[src/rtl/fifo_unpacker.sv]
`timescale 1ns/1ps
// -----------------------------------------------------------------------------
// fifo_unpacker
//   Drain stage for the word fifo. Pops one DATA_WIDTH word at a time and
//   replays it as DATA_WIDTH/OUT_WIDTH beats on a valid/ready stream, least
//   significant chunk first. The final beat of every word carries out_last and
//   a running count of fully delivered words is kept in word_cnt.
//
// Ports
//   clk        clock, all logic on the rising edge
//   arst_n     asynchronous active-low reset
//   srst       synchronous active-high clear (drops any partial word)
//   fifo_mty   fifo empty flag
//   fifo_q     fifo read data, valid the cycle after fifo_rd
//   fifo_rd    fifo pop strobe (combinational)
//   out_data   beat data
//   out_valid  beat valid
//   out_last   final beat of the current word
//   out_ready  consumer ready; a beat moves when out_valid & out_ready
//   busy       high whenever the unpacker is not idle
//   word_cnt   fully delivered words, wraps silently
// -----------------------------------------------------------------------------
module fifo_unpacker #(
    parameter int unsigned DATA_WIDTH = 128,
    parameter int unsigned OUT_WIDTH  = 32,
    parameter int unsigned CNT_WIDTH  = 16
) (
    input  logic                  clk,
    input  logic                  arst_n,
    input  logic                  srst,
    input  logic                  fifo_mty,
    input  logic [DATA_WIDTH-1:0] fifo_q,
    output logic                  fifo_rd,
    output logic [OUT_WIDTH-1:0]  out_data,
    output logic                  out_valid,
    output logic                  out_last,
    input  logic                  out_ready,
    output logic                  busy,
    output logic [CNT_WIDTH-1:0]  word_cnt
);

    localparam int unsigned NUM_BEATS = DATA_WIDTH / OUT_WIDTH;
    localparam int unsigned BEAT_W    = (NUM_BEATS > 1) ? $clog2(NUM_BEATS) : 1;

    localparam logic [1:0] IDLE = 2'd0;
    localparam logic [1:0] LOAD = 2'd1;
    localparam logic [1:0] SEND = 2'd2;

    // Reject geometries that cannot be split into at least two whole beats.
    if ((DATA_WIDTH % OUT_WIDTH) != 0 || NUM_BEATS < 2) begin : g_bad_geometry
        $error("fifo_unpacker: DATA_WIDTH must be a multiple (>= 2x) of OUT_WIDTH");
    end

    logic [1:0]            state,     state_nxt;
    logic [DATA_WIDTH-1:0] shreg,     shreg_nxt;
    logic [BEAT_W-1:0]     beat,      beat_nxt;
    logic [OUT_WIDTH-1:0]  data_nxt;
    logic                  valid_nxt;
    logic                  last_nxt;
    logic [CNT_WIDTH-1:0]  cnt_nxt;
    logic                  rd_req;

    logic                  hs;
    logic [DATA_WIDTH-1:0] shreg_shift;
    logic [BEAT_W-1:0]     beat_inc;

    assign hs          = out_valid & out_ready;
    assign shreg_shift = shreg >> OUT_WIDTH;
    assign beat_inc    = beat + BEAT_W'(1);
    assign busy        = (state != IDLE);

    // Pop strobe is suppressed during either reset so no word is lost.
    assign fifo_rd = rd_req & arst_n & ~srst;

    // Next-state, datapath and pop-request logic.
    always_comb begin
        state_nxt = state;
        shreg_nxt = shreg;
        beat_nxt  = beat;
        data_nxt  = out_data;
        valid_nxt = out_valid;
        last_nxt  = out_last;
        cnt_nxt   = word_cnt;
        rd_req    = 1'b0;

        case (state)
            IDLE: begin
                if (!fifo_mty) begin
                    rd_req    = 1'b1;
                    state_nxt = LOAD;
                end
            end

            // fifo_q is valid this cycle, one cycle after the pop.
            LOAD: begin
                shreg_nxt = fifo_q;
                data_nxt  = fifo_q[OUT_WIDTH-1:0];
                valid_nxt = 1'b1;
                beat_nxt  = '0;
                last_nxt  = 1'b0;
                state_nxt = SEND;
            end

            SEND: begin
                if (hs) begin
                    shreg_nxt = shreg_shift;
                    data_nxt  = shreg_shift[OUT_WIDTH-1:0];
                    beat_nxt  = beat_inc;
                    last_nxt  = (beat_inc == BEAT_W'(NUM_BEATS - 1));
                    if (out_last) begin
                        valid_nxt = 1'b0;
                        last_nxt  = 1'b0;
                        cnt_nxt   = word_cnt + CNT_WIDTH'(1);
                        // Chain straight into the next word when one is waiting.
                        if (!fifo_mty) begin
                            rd_req    = 1'b1;
                            state_nxt = LOAD;
                        end else begin
                            state_nxt = IDLE;
                        end
                    end
                end
            end

            default: begin
                state_nxt = IDLE;
            end
        endcase

        // Synchronous clear wins over everything and discards a partial word.
        if (srst) begin
            state_nxt = IDLE;
            shreg_nxt = '0;
            beat_nxt  = '0;
            data_nxt  = '0;
            valid_nxt = 1'b0;
            last_nxt  = 1'b0;
            cnt_nxt   = '0;
            rd_req    = 1'b0;
        end
    end

    // State and registered outputs.
    always_ff @(posedge clk or negedge arst_n) begin
        if (!arst_n) begin
            state     <= IDLE;
            shreg     <= '0;
            beat      <= '0;
            out_data  <= '0;
            out_valid <= 1'b0;
            out_last  <= 1'b0;
            word_cnt  <= '0;
        end else begin
            state     <= state_nxt;
            shreg     <= shreg_nxt;
            beat      <= beat_nxt;
            out_data  <= data_nxt;
            out_valid <= valid_nxt;
            out_last  <= last_nxt;
            word_cnt  <= cnt_nxt;
        end
    end

endmodule

[config.mk]
export PLATFORM = sky130hd
export DESIGN_NAME = fifo_unpacker
export DESIGN_NICKNAME = d
export VERILOG_FILES = /design/src/rtl/fifo_unpacker.sv
export SDC_FILE = /design/constraint.sdc
export NUM_CORES = 1
export LEC_CHECK = 0
export CORE_ASPECT_RATIO = 0.5
export CORE_MARGIN = 2
export CORE_UTILIZATION = 48
export DETAILED_ROUTE_END_ITERATION = 10
export GPL_TIMING_DRIVEN = 0
export PLACE_DENSITY_LB_ADDON = 0.1
export SLEW_MARGIN = 40
export SYNTH_ARGS = -nofsm -noshare
export SYNTH_HDL_FRONTEND = slang
export SYNTH_SLANG_ARGS = --single-unit
[constraint.sdc]
create_clock -name clk -period 1.8 [get_ports clk]
set_input_delay 0.36 -clock clk [delete_from_list [all_inputs] [get_ports clk]]
set_output_delay 0.36 -clock clk [all_outputs]
set_load 0.02 [all_outputs]
==> impl_metrics.toml <==
[clock_network]
htreeDepth = 4
clockRootBuffer = "clkbuf_16"
clock-sinks = 150
clock_path_buffers = 2
cts_buffers = 17
cts_tree = "yes"
clk_latency_ns = 0.42
clkTransAtPathRegs_ns = 0.07

[routing]
wire_per_inst_um = 20.4
vias_per_cell = 5.65
drt-total-wl_um = 22200
wl_met2_um = 10700
dr.max_layer_used = "met4"
drt-initial-drc-count = 471
wl_met1_um = 9330
drt_pass1_iterations = 5
num_vias = 6138
route.met3.wl_um = 1870
ant_nets = 0
drc = 0

[floorplanning]
ioPinCount = 185
fp.dieW_um = 172
dieArea_um2 = 15100
initial_utilization_pct = 49.5
core-area_um2 = 13600
die_h_um = 87.9
rows = 30

[yosys]
synthArstFlopShare_pct = 100
synth_top_area_share_pct = 55.6
ys_ff_latch = 150
synthesis.nets = 784
syn_inst = 649
synth_largest_area_cell = "dfrtp_1"
netlist_area_um2 = 6750
synth.distinct_cells = 41
synth-edff-count = 0
synth.avg_cell_area_um2 = 10.4
ys_seq_area_share_pct = 55.6
synth_ff_type = "dfrtp_1"
ys_top_cells_by_area = "dfrtp_1 56%, a22oi_1 11%, o21ai_0 7.1%, nand2_1 5.7%, buf_4 4.3%"
synth_warnings = 0

[global_routing]
overflow = 0
antenna_found_initial = 0
grt_pass1_vias = 5643
grt_pass1_wl_um = 29600
grt_start_max_net_pins = 79
grtUsageTotal_pct = 26.2

[sta]
finalHoldViolations = 72
min_period_ns = 1.97
finalSetupViolations = 123
skew_ns = 0.0105
holdWs_ns = -0.0891
slew_headroom_pct = 59.2
tightest_slew_ns = 0.612
rsz0062_at_grt = "yes"
fmax_mhz = 508
fin_ws_ns = -0.169
slew_viol_final = 0
period_share_pct = 109
timing.setup.tns_ns = -11.11

[place]
dpl.hpwl_um = 14000
port_buffers = 183
dp_cells = 1025
finalWeightedCongestion = 0.836

[finish]
utilization_pct = 79.9
nNetsFinal = 1016
fill_cells = 830
finalNonFillerCells = 1086
n_antenna_cell = 0
area_growth_pct = 61.4
drive_gt1_share_pct = 37.2

[pwr]
total_power_w = 0.00915
internal_power_w = 0.00645
vdd_drop_max_uv = 734
powerDensity_nw_per_um2 = 840
power.switching_w = 0.00270
combPwrFrac_pct = 21.0
p_leak_nw = 5.07
p_clk_share_pct = 36.2
p_seq_share_pct = 42.8
switching_share_pct = 29.5

[worst_setup_path]
cp_data_arrival_time_ns = 2.30
path_class = "reg -> reg"
startpoint_type = "flip-flop"
cp.required_ns = 2.13
cp-end-kind = "flip-flop"
worstPathMaxFanout = 8
crit_start = "state[1]"
rr_worst_depth = 7
r2r-start = "state[1]"

[outcome]
status = "finished, violations left"
violations = "negative hold slack, negative setup slack"

[job]
maxCapViolCount = 0

[hold_path]
hold_path_class = "in -> async"
## critical path, cell delays in order (launching register included)
cell	delay, ns
dfrtp_2	0.43
and2b_2	0.27
a311oi_4	0.43
buf_6	0.25
clkbuf_16	0.20
clkbuf_16	0.16
nand2_2	0.04
o21ai_1	0.08
## metrics by stage
step | setup slack [ns] | hold slack (ns) | cell area (um^2)
floorplan | 0.0394 | 0.0644 | 6750
global placement | -5.57 | 0.462 | 8820
detailed placement | -1.01 | 0.369 | 8850
CTS | -0.114 | -0.0712 | 9590
global route | -0.207 | -0.0518 | 10900
finish | -0.169 | -0.0891 | 10900
## cell usage after synthesis, types with 3 or more instances
master	n
or3_1	3
o31ai_1	6
nand3_1	7
buf_6	4
o21ai_1	5
a22oi_1	96
nor2_1	10
or4_1	6
clkbuf_1	32
xor2_1	5
buf_2	12
nand4_1	7
o21ai_0	96
a21oi_1	10
a22o_1	32
buf_4	39
dfrtp_1	150
nand2_1	102
## power by group through the flow
stage | Combinational, W | Clock (W) | Sequential (W)
final | 0.00192 | 0.00331 | 0.00391
after detailed placement | 0.00141 | 0 | 0.00388
after global placement | 0.00138 | 0 | 0.00387
after global routing | 0.00205 | 0.00350 | 0.00393
after CTS | 0.00143 | 0.00332 | 0.00382
after floorplan | 0.000710 | 0 | 0.00381
## state kept, by name, summed over array words and instances, names as in the netlist
| register | cells |
|---|---|
| beat | 2 |
| out_data | 31 |
| out_last | 1 |
| out_valid | 1 |
| shreg | 97 |
| state | 2 |
| word_cnt | 16 |
## worst paths after layout
kind | to | slack [ns]
max in group asynchronous | shreg[85] | 1.11
min in group clk | state[0] | 0.32
worst max register to register | shreg[36] | -0.17
worst min register to register | shreg[84] | 0.48
worst min-delay path | word_cnt[4] | -0.09
worst max-delay path | shreg[36] | -0.17
## layout make-up
cell class,instances,area (um^2),share of cell area [%]
flip-flops and latches,150,3760,34.5
multi-input cells,409,3230,29.6
repair buffers,215,2310,21.2
plain buffers,87,801,7.35
clock buffers,17,425,3.91
well taps,192,240,2.21
clock inverters,15,121,1.11
inverters,1,3.75,0.0345
## per-layer routing
metal | global-route usage [%] | up-vias
met5 | 0 | -
met4 | 6.70 | 0
met3 | 6.06 | 31
met2 | 41.5 | 242
met1 | 37.0 | 3036
li1 | - | 2829
## logic make-up (layout without fill, tap and decap cells)
logic type / count (synthesis) / in the layout / synth area share, %
AO/OA/AOI/OAI: 250 / 250 / 24.6
XOR/XNOR: 6 / 6 / 0.778
adder cells (fa/ha/maj): 2 / 2 / 0.371
buffers and inverters: 90 / 335 / 8.16
flip-flops: 150 / 150 / 55.6
multiplexers: 1 / 1 / 0.148
AND/OR/NAND/NOR: 150 / 150 / 10.4
## repair_timing
item / 4_1_cts / 5_1_grt
gates resized for setup: 130 / 365
hold endpoints to repair: 72 / 72
pin swaps: 4 / 117
endpoints found under the setup margin: 179 / 133
cloned: 1 / 15
setup buffers: 7 / 8
## cell usage in the layout (no fill, tap or decap), types with 7 or more instances in the layout
| cell | count |
|---|---|
| clkdlybuf4s50_1 | 130 |
| buf_12 | 7 |
| dfrtp_1 | 145 |
| clkbuf_16 | 32 |
| o21ai_2 | 51 |
| nand2_4 | 42 |
| nand2_1 | 8 |
| nor2_1 | 10 |
| clkbuf_4 | 10 |
| dlygate4sd2_1 | 48 |
| nand2_2 | 52 |
| buf_4 | 48 |
| clkbuf_2 | 10 |
| nand4_1 | 7 |
| buf_8 | 12 |
| a22oi_2 | 9 |
| a22oi_1 | 87 |
| buf_6 | 11 |
| o21ai_1 | 47 |
| a21oi_1 | 7 |
| a22o_1 | 32 |
Power figures use the tool's default switching activity.
